--- config.mk ---
export PLATFORM = sky130hd
export DESIGN_NAME = uart_rx_fifo
export DESIGN_NICKNAME = d
export VERILOG_FILES = /design/src/rtl/uart_rx_fifo_pkg.sv /design/src/rtl/sync_fifo.sv /design/src/rtl/uart_rx_fifo.sv
export SDC_FILE = /design/constraint.sdc
export NUM_CORES = 1
export LEC_CHECK = 0
export CAP_MARGIN = 10
export CORE_AREA = 2 2 90 92
export DETAILED_ROUTE_END_ITERATION = 6
export DIE_AREA = 0 0 92 94
export PLACE_DENSITY = 0.84
export SYNTH_ARGS = -nofsm -noshare
export SYNTH_HDL_FRONTEND = slang
export SYNTH_HIERARCHICAL = 1
export SYNTH_SLANG_ARGS = --single-unit
--- constraint.sdc ---
create_clock -name clk -period 4.78 [get_ports clk]
set_input_delay 0.956 -clock clk [delete_from_list [all_inputs] [get_ports clk]]
set_output_delay 0.956 -clock clk [all_outputs]
set_load 0.05 [all_outputs]
--- src/rtl/uart_rx_fifo_pkg.sv ---
// Shared definitions for the UART receiver slice.
//   rx_state_t     : receive FSM state encoding
//   UART_DATA_BITS : data bits per frame (8N1)
package uart_rx_fifo_pkg;

  localparam int unsigned UART_DATA_BITS = 8;

  typedef enum logic [1:0] {
    IDLE,
    START,
    DATA,
    STOP
  } rx_state_t;

endpackage

--- src/rtl/sync_fifo.sv ---
// Circular byte FIFO with wrap-around pointers and an occupancy counter.
// Ports:
//   clk, rstn   : clock, asynchronous active-low reset
//   push_i      : write wdata_i (accepted when not full, or when a pop
//                 happens in the same cycle)
//   wdata_i     : byte to write
//   pop_i       : consumer pop request (ignored while empty)
//   rdata_o     : head byte
//   rvalid_o    : FIFO non-empty
//   full_o      : FIFO holds 2**DEPTH_LOG2 entries
//   count_o     : current occupancy
module sync_fifo
  import uart_rx_fifo_pkg::*;
#(
  parameter int unsigned DEPTH_LOG2 = 3
) (
  input  logic                      clk,
  input  logic                      rstn,
  input  logic                      push_i,
  input  logic [UART_DATA_BITS-1:0] wdata_i,
  input  logic                      pop_i,
  output logic [UART_DATA_BITS-1:0] rdata_o,
  output logic                      rvalid_o,
  output logic                      full_o,
  output logic [DEPTH_LOG2:0]       count_o
);

  localparam int unsigned DEPTH = 2 ** DEPTH_LOG2;

  logic [UART_DATA_BITS-1:0] mem_q [DEPTH];
  logic [DEPTH_LOG2-1:0]     wptr_q, wptr_d;
  logic [DEPTH_LOG2-1:0]     rptr_q, rptr_d;
  logic [DEPTH_LOG2:0]       count_q, count_d;
  logic                      push_ok, pop_ok;

  assign rvalid_o = (count_q != '0);
  assign full_o   = (count_q == (DEPTH_LOG2 + 1)'(DEPTH));
  assign rdata_o  = mem_q[rptr_q];
  assign count_o  = count_q;

  always_comb begin
    pop_ok  = pop_i && rvalid_o;
    // A pop in the same cycle frees the slot the push needs.
    push_ok = push_i && (!full_o || pop_ok);
    wptr_d  = wptr_q;
    rptr_d  = rptr_q;
    count_d = count_q;
    if (push_ok) wptr_d = wptr_q + DEPTH_LOG2'(1);
    if (pop_ok)  rptr_d = rptr_q + DEPTH_LOG2'(1);
    if (push_ok && !pop_ok)      count_d = count_q + (DEPTH_LOG2 + 1)'(1);
    else if (!push_ok && pop_ok) count_d = count_q - (DEPTH_LOG2 + 1)'(1);
  end

  always_ff @(posedge clk or negedge rstn) begin
    if (!rstn) begin
      wptr_q  <= '0;
      rptr_q  <= '0;
      count_q <= '0;
      for (int unsigned i = 0; i < DEPTH; i++) mem_q[i] <= '0;
    end else begin
      wptr_q  <= wptr_d;
      rptr_q  <= rptr_d;
      count_q <= count_d;
      if (push_ok) mem_q[wptr_q] <= wdata_i;
    end
  end

endmodule

--- src/rtl/uart_rx_fifo.sv ---
// 8N1 UART receiver feeding a small byte FIFO drained via valid/ready.
// Ports:
//   clk, rstn : clock, asynchronous active-low reset
//   rxd       : serial input, idle high, asynchronous to clk
//   rdata     : FIFO head byte, valid when rvalid=1
//   rvalid    : FIFO non-empty
//   rready    : consumer pop (pop when rvalid && rready)
//   count     : FIFO occupancy
//   ferr      : one-cycle pulse, stop bit low, byte discarded
//   ovf       : one-cycle pulse, byte completed while FIFO full, discarded
module uart_rx_fifo
  import uart_rx_fifo_pkg::*;
#(
  parameter int unsigned CLK_PER_HALF_BIT = 100,
  parameter int unsigned DEPTH_LOG2       = 3
) (
  input  logic                      clk,
  input  logic                      rstn,
  input  logic                      rxd,
  output logic [UART_DATA_BITS-1:0] rdata,
  output logic                      rvalid,
  input  logic                      rready,
  output logic [DEPTH_LOG2:0]       count,
  output logic                      ferr,
  output logic                      ovf
);

  localparam int unsigned BIT_CLKS = 2 * CLK_PER_HALF_BIT;
  localparam int unsigned TW       = $clog2(BIT_CLKS);
  localparam int unsigned BW       = $clog2(UART_DATA_BITS);
  localparam logic [TW-1:0] HALF_END = TW'(CLK_PER_HALF_BIT - 1);
  localparam logic [TW-1:0] BIT_END  = TW'(BIT_CLKS - 1);
  localparam logic [BW-1:0] LAST_BIT = BW'(UART_DATA_BITS - 1);

  logic [1:0]                sync_q;
  logic                      rx_s;
  rx_state_t                 state_q, state_d;
  logic [TW-1:0]             timer_q, timer_d;
  logic [BW-1:0]             bit_q, bit_d;
  logic [UART_DATA_BITS-1:0] shift_q, shift_d;
  logic                      armed_q, armed_d;
  logic                      ferr_q, ferr_d;
  logic                      ovf_q, ovf_d;
  logic                      push;
  logic                      full;

  assign rx_s = sync_q[1];
  assign ferr = ferr_q;
  assign ovf  = ovf_q;

  always_comb begin
    state_d = state_q;
    timer_d = timer_q;
    bit_d   = bit_q;
    shift_d = shift_q;
    // Once the line has been seen high, a low level is a genuine falling edge.
    armed_d = armed_q | rx_s;
    ferr_d  = 1'b0;
    ovf_d   = 1'b0;
    push    = 1'b0;
    unique case (state_q)
      IDLE: begin
        if (!rx_s && armed_q) begin
          state_d = START;
          timer_d = '0;
        end
      end
      START: begin
        if (timer_q == HALF_END) begin
          timer_d = '0;
          bit_d   = '0;
          state_d = rx_s ? IDLE : DATA;
        end else begin
          timer_d = timer_q + TW'(1);
        end
      end
      DATA: begin
        if (timer_q == BIT_END) begin
          timer_d = '0;
          shift_d = {rx_s, shift_q[UART_DATA_BITS-1:1]};
          if (bit_q == LAST_BIT) state_d = STOP;
          else                   bit_d   = bit_q + BW'(1);
        end else begin
          timer_d = timer_q + TW'(1);
        end
      end
      STOP: begin
        if (timer_q == BIT_END) begin
          timer_d = '0;
          state_d = IDLE;
          if (rx_s) begin
            push  = 1'b1;
            ovf_d = full && !(rready && rvalid);
          end else begin
            ferr_d  = 1'b1;
            // Line still low: wait for it to go high before the next start.
            armed_d = 1'b0;
          end
        end else begin
          timer_d = timer_q + TW'(1);
        end
      end
      default: state_d = IDLE;
    endcase
  end

  always_ff @(posedge clk or negedge rstn) begin
    if (!rstn) begin
      sync_q  <= '1;
      state_q <= IDLE;
      timer_q <= '0;
      bit_q   <= '0;
      shift_q <= '0;
      armed_q <= 1'b1;
      ferr_q  <= 1'b0;
      ovf_q   <= 1'b0;
    end else begin
      sync_q  <= {sync_q[0], rxd};
      state_q <= state_d;
      timer_q <= timer_d;
      bit_q   <= bit_d;
      shift_q <= shift_d;
      armed_q <= armed_d;
      ferr_q  <= ferr_d;
      ovf_q   <= ovf_d;
    end
  end

  sync_fifo #(
    .DEPTH_LOG2(DEPTH_LOG2)
  ) u_fifo (
    .clk     (clk),
    .rstn    (rstn),
    .push_i  (push),
    .wdata_i (shift_q),
    .pop_i   (rready),
    .rdata_o (rdata),
    .rvalid_o(rvalid),
    .full_o  (full),
    .count_o (count)
  );

endmodule

==> impl_metrics.yaml <==
run_status:
  status: "finished, final reports clean"
die:
  top_level_ports: 19
  core_area_um2: 7610
  initial_core_util: 0.642
  die_area_um2: 8650
  die_h_um: 94
  die_x_um: 92
  row_count: 32
logic_synthesis:
  synth_top_area_cell: "dfrtp_1"
  yosys-top-cells-area: "dfrtp_1 50%, mux2_2 19%, mux4_2 7.4%"
  yosysWarningCount: 6
  netlist_area_um2: 4880
  yosys.area_share.xor_xnor: 0.0161
  syn_avg_cell_area_um2: 14.7
  synthSimpleGateAreaFrac: 0.0768
  synth_edf_count: 0
  synth_mux_area_frac: 0.269
  synth_commonest_cells: "97 x dfrtp_1, 84 x mux2_2, 16 x mux4_2, 11 x nand2_1, 9 x nand3_1"
  synth_compound_area_frac: 0.0799
  ys_ff_latch: 100
  synth_ff_type: "dfrtp_1"
  syn-num-nets: 345
  ys_seq_area_frac: 0.513
  ys_async_sr_fraction: 1.00
  synth_top_family_by_area: "multiplexers"
  yosysMostFrequentCell: "dfrtp_1"
  synth_cells: 332
  synth_fa_ha_area_frac: 0.0246
  yosys.area.top_type_share: 0.497
  yosysUniqueCellTypes: 55
power:
  power.density_nw_per_um2: 292
  switching_share: 0.274
  ir_drop_mv: 0.264
  p_leak_nw: 2.50
  seqPwrFrac: 0.592
  p_int_mw: 1.13
  power.switching_mw: 0.425
  pwr-share-comb: 0.078
  pwr-share-clk: 0.331
timing:
  max_slew_margin: 0.399
  finalCritPeriodShare: 0.779
  final-setup-viol-count: 0
  fin_skew_ns: 0.0136
  clock.fmax_mhz: 269
  rsz0062_at_grt: "no"
  finalHoldViolCount: 0
  final_max_slew_viol_count: 0
  hold_ws_ns: 0.362
  setup_tns_ns: 0
  min_period_ns: 3.72
  tightest_slew_ns: 0.902
cts:
  clockRootBuffer: "clkbuf_8"
  cts_buffers: 9
  cts_buffer_depth: 2
  htree_levels: 3
  clkSinkCount: 100
  cts_tree: "yes"
  insertion_delay_ns: 0.36
  cts_setup_buffers: 0
  path_clk_slew_ns: 0.10
  cts_hold_buf: 0
  cts_resized: 0
run:
  max_cap_viol_count: 0
hold_path:
  hold_path.class: "flip-flop to flip-flop"
detailed_routing:
  post_drt_wl_per_cell_um: 19.4
  drt_wl_total_um: 8840
  via_per_inst: 6.15
  route.detailed.drc: 0
  num_vias: 2805
  ant_nets: 0
  dr.pass1.iters: 4
  drtIter0Drc: 111
finish:
  syn_to_final_growth_pct: 8.94
  drive_above_1_share: 0.390
  utilization: 0.700
  num-fill-cells: 517
  final_nets: 362
  finalInstanceArea_um2: 5320
  antenna_cells: 0
setup_path:
  critical_path_required_ns: 3.82
  cp_max_fo: 14
  setup.worst_path.start_class: "flip-flop"
  cp.arrival_ns: 2.77
  worst_setup_path_end_kind: "primary output"
  critical_path_class: "flip-flop to primary output"
placed_design:
  dp_hpwl_um: 5770
  placed_area_um2: 5130
  io_buffers: 18
  place_congestion: 0.868
global_routing:
  antenna_found_initial: 0
  grt_use_total: 0.224
  grt_pass1_vias: 2852
  grt_pass1_wl_um: 14500
  grt_max_degree: 70
  grt_overflow: 0
## registers in the layout, indices dropped and copies added (netlist names), named ones only
signal and cells:
armed_q 1, sync_q 2, u_fifo/rptr_q 3, bit_q 3, u_fifo/mem_q 64, u_fifo/wptr_q 3, timer_q 8, ovf 1
shift_q 8, state_q 1, ferr 1, u_fifo/count_o 4
## stage by stage
step | cells | total power, mW | worst slack (ns)
finish | 456 | 1.55 | 1.06
global route | 456 | 1.63 | 0.835
CTS | 456 | 1.57 | 1.03
detailed placement | 440 | 1.06 | 1.11
global placement | 440 | 1.05 | 1.21
floorplan | 332 | 1.02 | 1.60
## layer usage
layer / routed length [um] / track usage / share of wire
met1: 3960 / 0.296 / 0.45
met2: 4620 / 0.379 / 0.52
met3: 163 / 0.0345 / 0.018
met4: 96 / 0.0821 / 0.011
met5: 0 / 0 / 0
## final timing paths
| path | startpoint | slack, ns | to | cells past startpoint |
|---|---|---|---|---|
| min in group asynchronous | rstn | 0.69 | u_fifo/mem_q[0] | 1 |
| worst max-delay path | u_fifo/rptr_q[0] | 1.06 | rdata[7] | 4 |
| worst max register to register | timer_q[0] | 1.09 | u_fifo/count_o[3] | 12 |
| max in group asynchronous | rstn | 3.15 | u_fifo/mem_q[53] | 2 |
| worst min-delay path | sync_q[0] | 0.36 | sync_q[1] | 0 |
| worst min register to register | sync_q[0] | 0.36 | sync_q[1] | 0 |
## critical path: stages (launching register included)
cell	delay (ns)
dfrtp_1	0.50
buf_4	0.36
mux4_2	0.56
mux2_2	0.29
clkdlybuf4s50_1	0.70
## power by group through the flow
stage          logic, mW  registers [mW]  clock network [mW]
2_1_floorplan      0.103           0.913                   0
3_3_place_gp       0.117           0.932                   0
3_5_place_dp       0.122           0.934                   0
4_1_cts            0.123           0.919               0.528
5_1_grt            0.135           0.925               0.567
6_report           0.121           0.919               0.514
## kinds of logic after synthesis
| logic type | count (synthesis) |
|---|---|
| AOI/OAI and AO/OA | 35 |
| xor gates and xnor gates | 9 |
| adders and majority gates | 9 |
| buffers and inverters | 19 |
| DFF | 100 |
| muxes | 101 |
| and+or+nand+nor | 59 |
## layout by cell type (no fill, tap or decap), types with 2 or more instances in the layout
master,n
o211ai_4,3
nor3_1,3
mux4_2,16
nor4_1,3
and3_1,4
clkbuf_8,9
clkinv_4,3
dfstp_2,3
inv_1,4
a211oi_1,2
a22o_1,4
clkdlybuf4s50_1,17
xor2_1,3
xnor2_1,6
ha_1,8
or3_1,3
buf_4,4
mux2_2,84
dfrtp_1,97
nor2b_1,3
nand2_1,11
nor2_1,5
a21o_1,3
o21ai_0,5
o2111ai_4,3
a211o_1,2
nand2b_1,2
inv_8,3
a21oi_1,2
nor3b_1,2
nand3_1,9
or4_1,2
o211ai_1,3
## final cells by class
class                   count  area, um^2  area share
clock buffers               9         124      0.0233
inverters                   4        15.0     0.00282
multi-input cells         213        2280       0.429
flip-flops and latches    100        2510       0.471
well taps                 102         128      0.0240
clock inverters             7        67.6      0.0127
repair buffers             21         200      0.0376
(Power assumes the default switching activity.)
==> RTL edit 1 (config.mk and constraints unchanged) <==
Change the parameter `CLK_PER_HALF_BIT` from 100 to 50.
--- a/src/rtl/uart_rx_fifo.sv
+++ b/src/rtl/uart_rx_fifo.sv
@@ -12,5 +12,5 @@
   import uart_rx_fifo_pkg::*;
 #(
-  parameter int unsigned CLK_PER_HALF_BIT = 100,
+  parameter int unsigned CLK_PER_HALF_BIT = 50,
   parameter int unsigned DEPTH_LOG2       = 3
 ) (
Function: same outputs for any inputs over 10 cycles, from zero or initial values and one cycle with rstn low; that may be too few to reach the edited logic, so the function may still have changed.
==> RTL edit 1 against the unedited design <==
  * Area after synthesis shrank 1.6%
  * Total power grew 3.4%
  * Routed wire length shrank 0.11%
  * Clock power grew 7.2%
  * Cell count grew 0.44%
  * Fmax shrank 1.6%
  * Sequential cell count shrank 1
  * Cell area shrank 0.59%
  * Non-clock buffer count grew 1
  * Setup slack lost 0.062 ns
==> RTL edit 1: results (changes against the unedited design) <==
| Metric | Value |
|---|---|
| Worst Skew | 0.0157 ns (+0.00210 ns) |
| Initial antenna violation count | 0 (unchanged) |
| VDD IR max | 0.247 mV (-6.3%) |
| Commonest cells in the netlist | 96 x dfrtp_1, 75 x mux2_2, 16 x mux4_2 |
| IO Port Bufs | 18 (unchanged) |
| CP max FO | 12 (-2) |
| Final nets | 365 (+0.83%) |
| Final slew viol count | 0 (unchanged) |
| CTS Root Cell | clkbuf_8 |
| Pin count of the biggest net entering global routing | 73 (+4.3%) |
| Non-filler instance count after layout | 458 (+0.44%) |
| Cts repair resizes | 0 (unchanged) |
| Yosys warns | 6 (unchanged) |
| CTS clk-pin slew, worst paths | 0.09 ns |
| Leak | 2.48 nW (-0.74%) |
| 1st-iter DRT viols | 177 (+59%) |
| Dpl hpwl | 5800 um (+0.62%) |
| Post-Syn Nets | 344 (-0.29%) |
| Synth Flop Type | dfrtp_1 |
| # diodes | 0 (unchanged) |
| Worst-Skew Late Latency | 0.36 ns (about the same) |
| Worst min path class | reg -> reg |
| Placed Area | 0.00508 mm2 (-0.93%) |
| FFs w/ async S/R, synth | 100% (unchanged) |
| Placed insts | 442 (+0.45%) |
| Num CTS Buffers | 9 (unchanged) |
| Postcts setup bufs | 0 (unchanged) |
| Cell count after synthesis | 330 (-0.60%) |
| Total number of vias | 2,754 (-1.8%) |
| Largest registers | u_fifo/mem_q: 64 flops, shift_q: 8 flops, timer_q: 7 flops |
| Crit path arrival time | 2.83 ns (+0.06 ns) |
| Max Root-Sink Buffers | 2 (unchanged) |
| Drt first pass iters | 4 (unchanged) |
| GP Congestion | 0.800 (-7.8%) |
| Slew @ Worst Pin | 0.893 ns (-0.00864 ns) |
| First-pass GRT wire length | 14,900 um (+2.3%) |
| Outcome | complete, no violations |
| Number of global-route vias before repair | 2,970 (+4.1%) |
| Netlist cell types | 51 (-7.3%) |
| Share of layout cells above drive strength 1 | 37.4% (-1.6 points) |
| Max cap viols | 0 (unchanged) |
| Sequential fraction of the synthesis area | 51.6% (+0.29 points) |
| Drt total wl | 8830 um (-0.11%) |
| Overall global routing resource usage | 22.8% (+0.38 points) |
| H-Tree Depth | 3 (unchanged) |
| Top cells by area, synth | dfrtp_1 50%, mux2_2 18%, mux4_2 7.5% |
[RTL edit 1: through the flow]
step / hold slack, ns / power, mW / setup WS (ns)
6_report: 0.358 / 1.61 / 0.993
2_1_floorplan: 0.345 / 1.02 / 1.60
3_3_place_gp: 0.346 / 1.06 / 1.33
5_1_grt: 0.364 / 1.68 / 0.853
3_5_place_dp: 0.348 / 1.07 / 1.23
4_1_cts: 0.360 / 1.62 / 0.936
[RTL edit 1: cell families (layout without fill, tap and decap cells)]
logic type | Yosys count | in the layout | share of synthesized area, %
DFF | 99 | 99 | 51.6
adders and majority gates | 10 | 10 | 2.76
muxes | 102 | 102 | 27.5
xor gates and xnor gates | 6 | 6 | 1.09
and+or+nand+nor | 50 | 50 | 6.53
AOI/OAI and AO/OA | 41 | 41 | 8.43
buffers and inverters | 22 | 48 | 2.06
[RTL edit 1: report_power, final]
| part | switching, mW | internal (mW) |
|---|---|---|
| Clock | 0.291 | 0.260 |
| Sequential | 0.0425 | 0.864 |
| Combinational | 0.0879 | 0.0613 |
| Total | 0.421 | 1.19 |
[RTL edit 1: worst paths after layout]
check | startpoint | end | slack (ns) | cells after the start
worst max-delay path | u_fifo/rptr_q[0]$_DFFE_PN0P_ | rdata[4] | 0.99 | 4
worst min-delay path | sync_q[0]$_DFF_PN1_ | sync_q[1]$_DFF_PN1_ | 0.36 | 0
worst max register to register | timer_q[0]$_DFFE_PN0N_ | u_fifo/count_o[3]$_DFFE_PN0P_ | 1.59 | 13
worst min register to register | sync_q[0]$_DFF_PN1_ | sync_q[1]$_DFF_PN1_ | 0.36 | 0
max in group asynchronous | rstn | sync_q[0]$_DFF_PN1_ | 3.13 | 2
min in group asynchronous | rstn | u_fifo/mem_q[25]$_DFFE_PN0P_ | 0.70 | 1
[RTL edit 1: layer usage]
| metal | GRT usage, % | vias to the layer above | wire, um |
|---|---|---|---|
| met5 | 0 | - | 0 |
| met4 | 5.72 | 0 | 102 |
| met3 | 5.54 | 6 | 233 |
| met2 | 40.4 | 35 | 4640 |
| met1 | 28.3 | 1429 | 3860 |
| li1 | - | 1284 | - |
[RTL edit 1: final cells by class]
cell class              count  area (um2)
flip-flops and latches     99        2480
fillers                   533        2320
multi-input cells         209        2230
repair buffers             22         208
clock buffers              10         138
well taps                 102         128
clock inverters             6        70.1
inverters                  10        37.5
[RTL edit 1: critical path, stage by stage (launching register included)]
cell             delay [ns]
dfrtp_1                0.59
buf_4                  0.36
mux4_2                 0.55
mux2_2                 0.27
clkdlybuf4s50_1        0.70
==> RTL edit 2 (same settings) <==
Without the edit above. The 4 states of `rx_state_t` get a one-hot encoding in 4 bits.
--- a/src/rtl/uart_rx_fifo_pkg.sv
+++ b/src/rtl/uart_rx_fifo_pkg.sv
@@ -6,9 +6,9 @@
   localparam int unsigned UART_DATA_BITS = 8;
 
-  typedef enum logic [1:0] {
-    IDLE,
-    START,
-    DATA,
-    STOP
+  typedef enum logic [3:0] {
+    IDLE  = 4'b0001,
+    START = 4'b0010,
+    DATA  = 4'b0100,
+    STOP  = 4'b1000
   } rx_state_t;
 
Check against the original RTL: same outputs for any inputs over 10 cycles, from zero or initial values and one cycle with rstn low; not proved beyond that.
==> RTL edit 2 against the unedited design <==
  * Combinational power rose by 42%
  * Fmax fell by 3.8%
  * Critical path depth rose by 9
  * Sequential cell count rose by 2
  * Register-to-register slack got worse by 0.18 ns
  * First-iteration DRC count fell by 22%
  * Utilization rose by 1.3 points
  * Count of clock-buffer cells in the layout rose by 2
  * Total power rose by 5.8%
  * Routed wire length rose by 3.0%
  * Area after synthesis rose by 1.9%
  * Cell area rose by 1.8%
  * Setup slack got worse by 0.15 ns
  * Global-route usage rose by 1.3 points
==> RTL edit 2: results (changes against the unedited design) <==
| Metric | Value |
|---|---|
| Outcome | complete, no violations |
| Yosys reg bits | 102 (+2.0%) |
| Pre-CTS setup slack | 0.977 ns (-0.136 ns) |
| Slew @ Worst Pin | 0.899 ns (-0.00338 ns) |
| Netlist cell types | 50 (-9.1%) |
| Number of global-route vias before repair | 3,130 (+9.7%) |
| Final nets | 382 (+5.5%) |
| Crit path max-delay family | simple AND/OR/NAND/NOR gates |
| Leak | 2.54 nW (+1.9%) |
| Seq/total area | 47.2% (+0.11 points) |
| Reg2reg path depth | 13 (+1) |
| Worst Skew | 0.0125 ns (-0.00105 ns) |
| Worst reg2reg setup slack | 0.91 ns (-0.18 ns) |
| Pin count of the biggest net entering global routing | 73 (+4.3%) |
| 1st-iter DRT viols | 87 (-22%) |
| Post-Route Utilization | 71.2% (+1.3 points) |
| Met3 Track Usage GR | 5.70% (+2.2 points) |
| Final critical-path required period | 3.87 ns (+0.146 ns) |
| WL/cell | 19.2 um (-0.91%) |
| First-pass GRT wire length | 15,500 um (+6.7%) |
| FF/Latch Area | 0.00256 mm2 (+2.0%) |
| Placed insts | 460 (+4.5%) |
| Min Hold Slack | 0.361 ns (-0.00109 ns) |
| Metal-1 WL | 4100 um (+3.5%) |
| Reg-to-Reg Start | timer_q[0]$_DFFE_PN0P_ |
| Clock network contribution to total cell area | 3.63% (+0.028 points) |
| Met1 usage | 30.9% (+1.3 points) |
## RTL edit 2: worst max path at each step
stage	from	endpoint	cells past startpoint
3_3_place_gp	timer_q[0]$_DFFE_PN0P_	u_fifo/count_o[3]$_DFFE_PN0P_	13
2_1_floorplan	u_fifo/count_o[0]$_DFFE_PN0P_	u_fifo/count_o[3]$_DFFE_PN0P_	8
3_5_place_dp	timer_q[0]$_DFFE_PN0P_	u_fifo/count_o[3]$_DFFE_PN0P_	13
6_report	timer_q[0]$_DFFE_PN0P_	u_fifo/count_o[3]$_DFFE_PN0P_	13
4_1_cts	timer_q[0]$_DFFE_PN0P_	u_fifo/count_o[3]$_DFFE_PN0P_	13
5_1_grt	timer_q[0]$_DFFE_PN0P_	u_fifo/count_o[3]$_DFFE_PN0P_	13
## RTL edit 2: worst reg2reg max path: stages (launching register included)
cell and delay [ns]:
dfrtp_1 0.38, ha_1 0.27, nand4b_1 0.26, nor2_1 0.20
nand4b_1 0.18, nor2_1 0.61, o21ai_1 0.26, inv_1 0.11
ha_1 0.24, inv_1 0.12, ha_1 0.36, or4_1 0.53
o211ai_1 0.12, o211ai_1 0.10
## RTL edit 2: report_power, final
part	internal (mW)	total [mW]	switching [mW]
Clock	0.265	0.539	0.274
Sequential	0.892	0.933	0.0409
Combinational	0.0652	0.172	0.106
## RTL edit 2: cells by family (layout without fill, tap and decap cells)
kind of cell | count (synthesis) | after routing | synth area share [%]
fa+ha+maj | 9 | 9 | 2.41
simple gates | 66 | 66 | 7.51
compound gates | 37 | 37 | 7.46
mux | 105 | 105 | 27.3
flops | 102 | 102 | 51.4
xor+xnor | 9 | 9 | 1.58
buf+inv | 23 | 44 | 2.41
